## config.mk

```make
export PLATFORM = sky130hd
export DESIGN_NAME = seg_scroll_ctrl
export DESIGN_NICKNAME = d
export VERILOG_FILES = /design/src/rtl/seg_pkg.sv /design/src/rtl/seg_scan_timer.sv /design/src/rtl/seg_scroll_ctrl.sv
export SDC_FILE = /design/constraint.sdc
export NUM_CORES = 1
export LEC_CHECK = 0
export CORE_MARGIN = 2
export CORE_UTILIZATION = 55
export DETAILED_ROUTE_END_ITERATION = 8
export PLACE_DENSITY = 0.76
export SLEW_MARGIN = 40
export SYNTH_ARGS = -nofsm -noshare
export SYNTH_HDL_FRONTEND = slang
export SYNTH_HIERARCHICAL = 1
export SYNTH_SLANG_ARGS = --single-unit
```

## constraint.sdc

```tcl
create_clock -name clk -period 4.3 [get_ports clk]
set_clock_uncertainty 0.15 [all_clocks]
set_input_delay 0.43 -clock clk [delete_from_list [all_inputs] [get_ports clk]]
set_output_delay 0.43 -clock clk [all_outputs]
set_load 0.1 [all_outputs]
```

## src/rtl/seg_pkg.sv

```systemverilog
// Shared encodings for the seven-segment scroll controller: FSM states,
// blank pattern, digit-enable table and a few common active-low glyphs.
package seg_pkg;

  localparam logic [1:0] ST_IDLE   = 2'd0;
  localparam logic [1:0] ST_LOAD   = 2'd1;
  localparam logic [1:0] ST_SCROLL = 2'd2;
  localparam logic [1:0] ST_HOLD   = 2'd3;

  localparam logic [7:0] SEG_BLANK = 8'hFF;

  // Entry p enables AN(7-p), active low: slot 0 is the leftmost digit.
  localparam logic [7:0][7:0] DIGIT_SEL = {
    8'hFE, 8'hFD, 8'hFB, 8'hF7, 8'hEF, 8'hDF, 8'hBF, 8'h7F
  };

  localparam logic [7:0] GLYPH_0 = 8'h03;
  localparam logic [7:0] GLYPH_H = 8'h91;
  localparam logic [7:0] GLYPH_E = 8'h61;
  localparam logic [7:0] GLYPH_L = 8'hE3;

endpackage

```

## src/rtl/seg_scan_timer.sv

```systemverilog
// Digit scan prescaler: every SCAN_DIV clocks the digit slot index p
// advances 0..7 and wraps, independent of the controller state.
module seg_scan_timer #(
  parameter int SCAN_DIV = 262144
) (
  input  logic       clk,
  input  logic       rst,
  output logic [2:0] p_o
);

  localparam int CW = $clog2(SCAN_DIV);

  logic [CW-1:0] cnt_q, cnt_d;
  logic [2:0]    p_q, p_d;
  logic          wrap;

  always_comb begin
    wrap  = (cnt_q == CW'(SCAN_DIV - 1));
    cnt_d = wrap ? '0 : cnt_q + CW'(1);
    p_d   = wrap ? p_q + 3'd1 : p_q;
  end

  always_ff @(posedge clk) begin
    if (rst) begin
      cnt_q <= '0;
      p_q   <= '0;
    end else begin
      cnt_q <= cnt_d;
      p_q   <= p_d;
    end
  end

  assign p_o = p_q;

endmodule

```

## src/rtl/seg_scroll_ctrl.sv

```systemverilog
// Message buffer, load/hold/scroll FSM and registered digit/segment drive
// for an 8-digit multiplexed seven-segment display.
module seg_scroll_ctrl
  import seg_pkg::*;
#(
  parameter int SCAN_DIV   = 262144,
  parameter int SCROLL_DIV = 33554432,
  parameter int MSG_MAX    = 16
) (
  input  logic                           clk,
  input  logic                           rst,
  input  logic                           wr_valid,
  output logic                           wr_ready,
  input  logic [7:0]                     wr_data,
  input  logic                           wr_last,
  input  logic                           start,
  input  logic                           pause,
  input  logic                           clr,
  input  logic                           dir,
  output logic [7:0]                     choose,
  output logic [7:0]                     led,
  output logic [1:0]                     state_o,
  output logic [$clog2(MSG_MAX+1)-1:0]   msg_len_o
);

  localparam int LW = $clog2(MSG_MAX + 1);
  localparam int AW = (MSG_MAX > 1) ? $clog2(MSG_MAX) : 1;
  localparam int IW = 6;  // holds offset + p up to 39 + 7
  localparam int DW = $clog2(SCROLL_DIV);

  logic [1:0]    state_q, state_d;
  logic [LW-1:0] wr_ptr_q, wr_ptr_d;
  logic [LW-1:0] len_q, len_d;
  logic [IW-1:0] offset_q, offset_d;
  logic [DW-1:0] scroll_cnt_q, scroll_cnt_d;
  logic [7:0]    buf_q [2**AW];
  logic [7:0]    buf_d [2**AW];
  logic [7:0]    choose_q, choose_d;
  logic [7:0]    led_q, led_d;
  logic [2:0]    p;
  logic [IW-1:0] virt_len;
  logic [IW-1:0] idx;
  logic          wr_en;

  function automatic logic [IW-1:0] next_offset(input logic [IW-1:0] off,
                                                input logic [IW-1:0] l,
                                                input logic          right);
    if (right) return (off == '0) ? l - IW'(1) : off - IW'(1);
    else       return (off == l - IW'(1)) ? '0 : off + IW'(1);
  endfunction

  seg_scan_timer #(.SCAN_DIV(SCAN_DIV)) u_scan (
    .clk (clk),
    .rst (rst),
    .p_o (p)
  );

  assign wr_ready = (state_q == ST_IDLE) || (state_q == ST_LOAD);
  assign wr_en    = wr_valid && wr_ready;
  assign virt_len = IW'(len_q) + IW'(8);

  always_comb begin
    state_d      = state_q;
    wr_ptr_d     = wr_ptr_q;
    len_d        = len_q;
    offset_d     = offset_q;
    scroll_cnt_d = scroll_cnt_q;
    buf_d        = buf_q;
    if (wr_en) buf_d[wr_ptr_q[AW-1:0]] = wr_data;
    if (clr) begin
      state_d      = ST_IDLE;
      wr_ptr_d     = '0;
      len_d        = '0;
      offset_d     = '0;
      scroll_cnt_d = '0;
    end else begin
      case (state_q)
        ST_IDLE, ST_LOAD: begin
          if (wr_en) begin
            wr_ptr_d = wr_ptr_q + LW'(1);
            if (wr_last || (wr_ptr_q == LW'(MSG_MAX - 1))) begin
              len_d    = wr_ptr_q + LW'(1);
              offset_d = '0;
              state_d  = ST_HOLD;
            end else begin
              state_d = ST_LOAD;
            end
          end
        end
        ST_HOLD: begin
          if (start && !pause) begin
            state_d      = ST_SCROLL;
            scroll_cnt_d = '0;
          end
        end
        default: begin
          // Pause takes priority over a coincident scroll tick.
          if (pause) begin
            state_d = ST_HOLD;
          end else if (scroll_cnt_q == DW'(SCROLL_DIV - 1)) begin
            scroll_cnt_d = '0;
            offset_d     = next_offset(offset_q, virt_len, dir);
          end else begin
            scroll_cnt_d = scroll_cnt_q + DW'(1);
          end
        end
      endcase
    end
  end

  always_comb begin
    idx = offset_q + IW'(p);
    if (idx >= virt_len) idx = idx - virt_len;
    choose_d = DIGIT_SEL[p];
    led_d    = SEG_BLANK;
    if (((state_q == ST_SCROLL) || (state_q == ST_HOLD)) && (idx < IW'(len_q)))
      led_d = buf_q[idx[AW-1:0]];
  end

  always_ff @(posedge clk) begin
    if (rst) begin
      state_q      <= ST_IDLE;
      wr_ptr_q     <= '0;
      len_q        <= '0;
      offset_q     <= '0;
      scroll_cnt_q <= '0;
      choose_q     <= SEG_BLANK;
      led_q        <= SEG_BLANK;
    end else begin
      state_q      <= state_d;
      wr_ptr_q     <= wr_ptr_d;
      len_q        <= len_d;
      offset_q     <= offset_d;
      scroll_cnt_q <= scroll_cnt_d;
      choose_q     <= choose_d;
      led_q        <= led_d;
    end
  end

  always_ff @(posedge clk) begin
    buf_q <= buf_d;
  end

  assign choose    = choose_q;
  assign led       = led_q;
  assign state_o   = state_q;
  assign msg_len_o = len_q;

endmodule
```

# After elaboration in Yosys (flattened, before gate mapping)
# Memory sizes are Yosys's and may differ from the RTL's. A register that Yosys moved wholly into a read port is not among the register bits.
# Cells that the tools add are included.
# Widths: inputs -> output; s select.
[classes] addsub=10 n_lt_le_gt_ge=5 n_eq_ne=12 muxes=24 bitwise_logic=5 reduce_logical=21
[op_table] op="$bwmux 128" count=1
[op_table] op="$mux 25" count=3
[op_table] op="$pmux 25 s2" count=1
[op_table] op="$mux 6" count=8
[op_table] op="$bmux 8 s4" count=1
[op_table] op="$demux 8 s4" count=1
[op_table] op="$add 25x1->25 const B" count=1
[op_table] op="$eq 25x25->1 const B" count=1
[op_table] op="$mux 8" count=3
[op_table] op="$add 18x1->18 const B" count=1
[op_table] op="$eq 18x18->1 const B" count=1
[op_table] op="$pmux 6 s2" count=1
[op_table] op="$sub 6x1->6 const B" count=2
[op_table] op="$ge 5x5->1 const B" count=2
[op_table] op="$not 4->5" count=2
[op_table] op="$reduce_and 3->1" count=3
[op_table] op="$mux 2" count=4
[op_table] op="$reduce_or 2->1" count=4
[op_table] op="$add 5x4->6 const B" count=1
[op_table] op="$add 6x1->6 const B" count=1
[op_table] op="$add 6x3->6" count=1
[op_table] op="$eq 6x6->1" count=1
[op_table] op="$ge 6x6->1" count=1
[op_table] op="$logic_not 6->1" count=1
[op_table] op="other kinds (20)" count=31
[totals] regBits=200 rom_bits=64 inputBits=16 out_inout_bits=24 word_cells=102 mem_count=1
[memory_table] memory="(name not given)" words=8 width=8 read_ports=1 rd_ports_with_merged_regs=1 wr=0 line_no="seg_scroll_ctrl.sv:114" source="choose_d = DIGIT_SEL[p];"

# Depth between registers and ports, before layout
[depth] ltp_word=8 mapped_depth=16 mapped_depth_nobuf=16

# Modules after synthesis
# Netlist, hierarchy kept.
[modules_own_cells] module="seg_scroll_ctrl" n_inst=1 cells_each=704 area_each_um2=8595.7 seq_area_each_um2=5024.8
[modules_own_cells] module="seg_scan_timer" n_inst=1 cells_each=108 area_each_um2=937.1 seq_area_each_um2=420.4

# Worst setup path before layout
# OpenSTA, ideal clock, no wires.
[synth_path] kind="register -> register" from="reg len_q[3], in the netlist msg_len_o[3]" to="reg led_q[0], in the netlist led[0]" setup_time_ps=133 t_arrival_ps=3911 required_time_ps=4017 setup_slack_ps=106 path_stages_with_launch=14 n_path_buf=0 period_less_slack_ps=4194 cell_sequence="dfxtp_1 > ha_1 > inv_1 > ha_1 > nand4_1 > o221ai_2 > mux2_2 > ha_1 > a21oi_1 > o21a_1 > a311oi_1 > or3b_1 > nor2_4 > a22oi_1"
[synth_via] elab_chain_len=7 word_cells_on_any_way=12 classes_between="2 x add/sub; 2 x order compare; 4 x mux; 2 x bitwise; 2 x reduce/logical"
[synth_rtl] element="from (decl)" line_no="seg_scroll_ctrl.sv:33" source="logic [LW-1:0] len_q, len_d;"
[synth_rtl] element="from (signal assigned)" line_no="seg_scroll_ctrl.sv:132" source="len_q <= len_d;"
[synth_rtl] element="$add 5x4->6" line_no="seg_scroll_ctrl.sv:60" source="assign virt_len = IW'(len_q) + IW'(8);"
[synth_rtl] element="$sub 6x6->6 or $ge 6x6->1 (tied branches)" line_no="seg_scroll_ctrl.sv:113" source="if (idx >= virt_len) idx = idx - virt_len;"
[synth_rtl] element="$mux 6" line_no="seg_scroll_ctrl.sv:113"
[synth_rtl] element="$lt 6x5->1 or $not 4->5 (tied branches)" line_no="seg_scroll_ctrl.sv:116, seg_scroll_ctrl.sv:117"
[synth_rtl] element="$logic_and 1x1->1 or $bmux 8 s4 (tied branches)" line_no="seg_scroll_ctrl.sv:116, seg_scroll_ctrl.sv:117"
[synth_rtl] element="$not 1->1 (no source line) or $mux 8 (tied branches)"
[synth_rtl] element="$reduce_or 2->1 (no source line) or $mux 8 (tied branches)"
[synth_rtl] element="to (signal assigned)" line_no="seg_scroll_ctrl.sv:136" source="led_q <= led_d;"
[synth_rtl] element="to (decl)" line_no="seg_scroll_ctrl.sv:39" source="logic [7:0] led_q, led_d;"
# Parallel ways exist; a longest one is shown, timed or not. The select of a mux whose other input is x is not followed.
# A chain may end at the register's enable or synchronous reset.

# Final worst setup path
[layout_path] from="reg offset_q[0]" to="reg led_q[1], in the netlist led[1]"
[layout_via] elab_chain_len=7 word_cells_on_any_way=12 classes_between="2 x add/sub; 2 x order compare; 4 x mux; 2 x bitwise; 2 x reduce/logical"
[layout_rtl] element="from (decl)" line_no="seg_scroll_ctrl.sv:34" source="logic [IW-1:0] offset_q, offset_d;"
[layout_rtl] element="from (signal assigned)" line_no="seg_scroll_ctrl.sv:133" source="offset_q <= offset_d;"
[layout_rtl] element="$add 6x3->6 (*)" line_no="seg_scroll_ctrl.sv:112" source="idx = offset_q + IW'(p);"
[layout_rtl] element="$sub 6x6->6 or $ge 6x6->1 (tied branches)" line_no="seg_scroll_ctrl.sv:113"
[layout_rtl] element="$mux 6 (*)" line_no="seg_scroll_ctrl.sv:113"
[layout_rtl] element="$lt 6x5->1 or $not 4->5 (tied branches)" line_no="seg_scroll_ctrl.sv:116, seg_scroll_ctrl.sv:117"
[layout_rtl] element="$logic_and 1x1->1 or $bmux 8 s4 (tied branches)" line_no="seg_scroll_ctrl.sv:116, seg_scroll_ctrl.sv:117"
[layout_rtl] element="$not 1->1 (no source line) or $mux 8 (tied branches)"
[layout_rtl] element="$reduce_or 2->1 (no source line) or $mux 8 (tied branches)"
# Mark *: on every way between the ends. The rest lies on a longest branch, timed or not. The select of a mux whose other input is x is not followed.

==> results.py <==
metrics = {
    "status": {
        "status": "finished, final reports clean",
    },
    "grt": {
        "antenna_found_initial": 0,
        "grt_pass1_vias": 5932,
        "grt_max_degree": 42,
        "gr-usage-all-layers_pct": 20.7,
        "grt_first_pass_wirelength_um": 30200,
        "grt-ovfl-total": 0,
    },
    "synth": {
        "synth_nets": 858,
        "synth_fa_ha_area_share_pct": 4.10,
        "ys_seq_area_share_pct": 57.1,
        "syn_inst": 812,
        "synth-compound-area-share_pct": 9.61,
        "syn_avg_cell_area_um2": 11.7,
        "synth_top_cells_by_area": "edfxtp_1 (40%), dfxtp_1 (17%), mux2i_1 (7.0%)",
        "yosys.area_share.simple_pct": 13.5,
        "yosys_warnings": 6,
        "synth_xor_area_share_pct": 4.32,
        "synth_top_cell_by_area": "edfxtp_1",
        "synth_enable_flop_cells": 128,
        "yosysTopAreaCellShare_pct": 40.3,
        "ys.flop_type": "edfxtp_1",
        "yosys-mux-area-fraction_pct": 7.55,
        "ys_seq_elements": 208,
        "ys_async_sr_fraction_pct": 0,
        "synth_top_family_by_area": "simple AND/OR/NAND/NOR gates",
        "synth_cell_types": 67,
        "synth_area_um2": 9530,
    },
    "detailed_routing": {
        "drc_errors": 0,
        "drt_iter0_markers": 476,
        "first_pass_iters": 5,
        "via_count": 6284,
        "wl_per_cell_um": 17.1,
        "final_antenna_net_count": 0,
        "routed_wl_um": 19000,
        "routed_via_density": 5.67,
    },
    "floorplan": {
        "die_y_um": 136,
        "boundaryPins": 40,
        "start_util_pct": 55.7,
        "core_area_um2": 17100,
        "dieArea_um2": 18400,
        "row_count": 48,
        "die_x_um": 136,
    },
    "timing": {
        "max_freq_mhz": 241,
        "post-route-min-period_ns": 4.14,
        "tns_ns": 0,
        "slew_viol_final": 0,
        "whs_ns": 0.318,
        "period_share_pct": 96.4,
        "setup_violations": 0,
        "slew-limit-headroom_pct": 45.2,
        "worst_pin_slew_ns": 0.819,
        "finalHoldViolCount": 0,
    },
    "clocking": {
        "cts.hold.buffers_added": 0,
        "clk_pin_slew_ns": 0.06,
        "cts_tree": "yes",
        "htree_levels": 1,
        "cts.sinks": 208,
        "cts_root_buffer": "clkbuf_16",
        "cts_buffer_depth": 3,
        "clk-insertion-delay-late_ns": 0.50,
        "cts_buffers": 22,
    },
    "power_and_ir_drop": {
        "p_leak_nw": 4.20,
        "vdd_drop_max_v": 0.000264,
        "p_per_area_nw_per_um2": 404,
        "power_mw": 4.42,
    },
    "finish": {
        "seqCellArea_um2": 5450,
        "drive_gt1_share_pct": 13.0,
        "antennaDiodeCount": 0,
        "layout_commonest_cell": "edfxtp_1",
        "fillCellCount": 1349,
        "layout.nets": 914,
        "multiInputGateArea_um2": 3780,
        "final_cell_mix": "edfxtp_1 (128), dfxtp_1 (79), nor2_1 (76), nand2_1 (68), mux2i_1 (67)",
        "syn_to_final_growth_pct": 14.7,
        "final_core_util_pct": 63.9,
    },
    "worst_setup_path": {
        "crit_slowest_cell": "fa_2",
        "crit_chain": "ha_1 -> fa_2 -> inv_1 -> fa_1 -> a21boi_1 -> o221ai_4 -> buf_4 -> mux2_2 -> ha_1 -> a21oi_2 -> o21a_1 -> a311oi_2 -> or3b_4 -> nor2_4 -> buf_12 -> a22oi_1",
        "path_class": "register to register",
        "cp.required_ns": 4.53,
        "cp-start-kind": "register",
        "worstPathArrival_ns": 4.37,
        "crit_top_cell": "ha_1",
        "rr_startpoint": "offset_q[0]$_SDFFE_PP0P_",
        "rr_worst_depth": 16,
        "cpPeakStageDelay_ns": 0.54,
        "r2r-end": "led[1]$_SDFF_PP1_",
        "r2r_setup_slack_ns": 0.16,
        "crit_fanout": 8,
        "end_kind": "register",
    },
    "placement": {
        "place_hpwl_um": 12300,
        "io_buffers": 39,
        "place_congestion": 0.883,
    },
    "min_path": {
        "min_to": "scroll_cnt_q[24]$_SDFFE_PP0P_",
        "hp-start": "scroll_cnt_q[24]$_SDFFE_PP0P_",
        "hold_depth": 2,
        "hold_path_class": "register to register",
    },
    "run": {
        "drv_cap": 0,
    },
}
[synth_stat cells (5+ instances only)]
library cell / n
edfxtp_1: 128
dfxtp_1: 80
nor2_1: 77
nand2_1: 68
mux2i_1: 67
a22oi_1: 41
xnor2_1: 31
inv_1: 29
ha_1: 28
a21oi_1: 27
o21ai_0: 24
nand3_1: 22
nor3_1: 16
xor2_1: 16
clkbuf_1: 11
nor2b_1: 10
and3_1: 9
or3_1: 9
nand4_1: 8
a211oi_1: 7
buf_6: 6
nand3b_1: 6
nor4_1: 5
or4_1: 5
[flip-flops by register name, indices dropped and copies added (netlist names)]
signal,cells
choose,8
wr_ptr_q,5
led,8
u_scan/p_o,3
buf_q,128
msg_len_o,5
offset_q,6
state_o,2
scroll_cnt_q,25
u_scan/cnt_q,18
[worst max-delay path: cells and delay by family, from the launching register on]
| kind | cells | cell delay, ns |
|---|---|---|
| AO/OA/AOI/OAI | 6 | 0.87 |
| buffers and inverters | 3 | 0.37 |
| adder cells (fa/ha/maj) | 4 | 1.41 |
| flip-flops | 1 | 0.31 |
| AND/OR/NAND/NOR | 2 | 0.54 |
| multiplexers | 1 | 0.37 |
[worst max-delay path by stage]
stage | startpoint | to | depth (start not counted)
2_1_floorplan | msg_len_o[3]$_SDFFE_PP0P_ | led[0]$_SDFF_PP1_ | 13
3_3_place_gp | u_scan/p_o[2]$_SDFFE_PP0N_ | led[0]$_SDFF_PP1_ | 15
3_5_place_dp | u_scan/p_o[2]$_SDFFE_PP0N_ | led[1]$_SDFF_PP1_ | 15
4_1_cts | u_scan/p_o[2]$_SDFFE_PP0N_ | led[0]$_SDFF_PP1_ | 15
5_1_grt | offset_q[0]$_SDFFE_PP0P_ | led[1]$_SDFF_PP1_ | 16
6_report | offset_q[0]$_SDFFE_PP0P_ | led[1]$_SDFF_PP1_ | 16
[report_power, final]
| group | switching, mW | internal [mW] | total (mW) |
|---|---|---|---|
| sequential | 0.0115 | 2.13 | 2.14 |
| combinational | 0.122 | 0.0621 | 0.185 |
| clock | 0.758 | 1.33 | 2.09 |
| total | 0.892 | 3.53 | 4.42 |
[per-layer routing]
layer	vias to the layer above	GRT usage [%]	wire, µm
li1	3104	-	-
met1	3009	28.7	8790
met2	147	34.2	9000
met3	24	3.59	948
met4	0	4.57	254
met5	-	0	0
[what timing repair did]
action	4_1_cts	5_1_grt
endpoints found under the setup margin	0	8
setup buffers	0	3
resized for setup	0	12
endpoints found under the hold margin	0	0
[stage by stage]
step	worst slack [ns]	cells	cell area [µm²]
global route	-0.0102	1109	10900
floorplan	0.106	812	9530
global placement	0.137	1066	10100
finish	0.156	1109	10900
CTS	0.0234	1106	10800
detailed placement	0.0951	1066	10000
[cells by family after synthesis]
group	Yosys count
AO/OA/AOI/OAI	134
multiplexers	71
XOR/XNOR	47
buffers and inverters	63
AND/OR/NAND/NOR	259
flip-flops	208
adder cells (fa/ha/maj)	30
[cell type report]
cell class / count / area share, %
inverters: 29 / 0.996
multi-input cells: 541 / 34.6
flip-flops and latches: 208 / 49.8
clock buffers: 26 / 5.36
well taps: 225 / 2.57
clock inverters: 14 / 2.11
repair buffers: 66 / 4.55
(Power assumes the default switching activity.)
==> variant (config.mk and constraints unchanged) <==
Put one more register stage on the output `led`, cleared by the reset. The value now appears one clock later. The other outputs are not delayed to match.
--- a/src/rtl/seg_scroll_ctrl.sv
+++ b/src/rtl/seg_scroll_ctrl.sv
@@ -142,7 +142,13 @@
   end
 
   assign choose    = choose_q;
-  assign led       = led_q;
+  always_ff @(posedge clk) begin
+    if (rst) begin
+      led <= '0;
+    end else begin
+      led <= led_q;
+    end
+  end
   assign state_o   = state_q;
   assign msg_len_o = len_q;
 
Behaviour: not the same (a bounded check fails within 4 cycles, from zero or initial values and one cycle with rst high).
==> variant against the unedited design <==
Cell area rose by 2.4%. Count of clock-buffer cells in the layout fell by 3. Critical path depth rose by 1. Power fell by 0.39%. Routed wire length rose by 7.9%. Sequential power rose by 4%. Maximum frequency rose by 2.1%. Sequential cell count rose by 8. Sequential share of layout area rose by 0.27 points. Global-route usage rose by 1.7 points. Core utilization rose by 0.42 points. Worst setup slack improved by 0.085 ns. Area after synthesis rose by 3.5%. Critical endpoint is now led_q[5].
==> variant: results (changes against the unedited design) <==
* Clock Power Share at 44.4% (was 47.4%)
* Cell variety after synth at 63 (was 67)
* Total GRT Usage at 22.4% (was 20.7%)
* Crit-path max cell delay at 0.39 ns (was 0.54 ns)
* Finished Layout Cells at 1115 (was 1109)
* Met1 Use GR at 30.2% (was 28.7%)
* Nets at 920 (was 914)
* Iter 0 DRT Violations at 409 (was 476)
* Global placer's final weighted congestion at 0.819 (was 0.883)
* R2R setup slack at 0.24 ns (was 0.16 ns)
* First-pass GRT wire length at 33000 um (was 30200 um)
* Dpl hpwl at 13900 um (was 12300 um)
* Reg2reg end: led_q[5] (was led[1])
* Post-synthesis xor/xnor area fraction at 4.26% (was 4.32%)
* Run status: complete, no violations (unchanged)
* Pin count of the biggest net entering global routing at 31 (was 42)
* Slew headroom at 45.6% (was 45.2%)
* Comb pwr share at 5.1% (was 4.2%)
* Synth Area in Compound Gates at 6.65% (was 9.61%)
* CP top delay family: compound AO/OA/AOI/OAI gates (was adder cells)
* Mux share of post-synthesis cell area at 11.9% (was 7.55%)
* Vias in the first global route at 6467 (was 5932)
* Peak VDD IR at 0.000278 V (was 0.000264 V)
* Synth cell count leaders: edfxtp_1, mux2i_1, dfxtp_1, nor2_1, nand2_1 (was edfxtp_1, dfxtp_1, nor2_1, nand2_1, mux2i_1)
* Fillers at 1292 (was 1349)
* WL final at 20500 um (was 19000 um)
* Worst Hold End: led[1] (was scroll_cnt_q[24])
* CP max stage cell: mux2_2 (was fa_2)
* Cell Area, Placed at 10400 um2 (was 10000 um2)
* Post-CTS setup-driven buffer insertion count at 1 (was 0)
* Reg2reg start: offset_q[1] (was offset_q[0])
* Synth Area per Inst at 12.0 um2 (was 11.7 um2)
-- variant: cell type report --
| cell class | count | area (um2) | share of cell area, % |
|---|---|---|---|
| inverters | 29 | 109 | 0.972 |
| flip-flops and latches | 216 | 5610 | 50.1 |
| repair buffers | 61 | 460 | 4.11 |
| clock inverters | 17 | 194 | 1.73 |
| well taps | 225 | 282 | 2.51 |
| clock buffers | 23 | 554 | 4.95 |
| multi-input cells | 544 | 3990 | 35.6 |
-- variant: metal layers --
layer	routed length [um]	share of wire [%]
met2	10000	49
met3	1020	5.0
met4	360	1.8
met1	9080	44
met5	0	0
-- variant: worst max-delay path by stage --
stage / startpoint / endpoint
4_1_cts: offset_q[1] / led_q[5]
6_report: offset_q[1] / led_q[5]
3_5_place_dp: offset_q[1] / led_q[6]
2_1_floorplan: msg_len_o[4] / led_q[6]
5_1_grt: offset_q[0] / led_q[3]
3_3_place_gp: offset_q[1] / led_q[6]
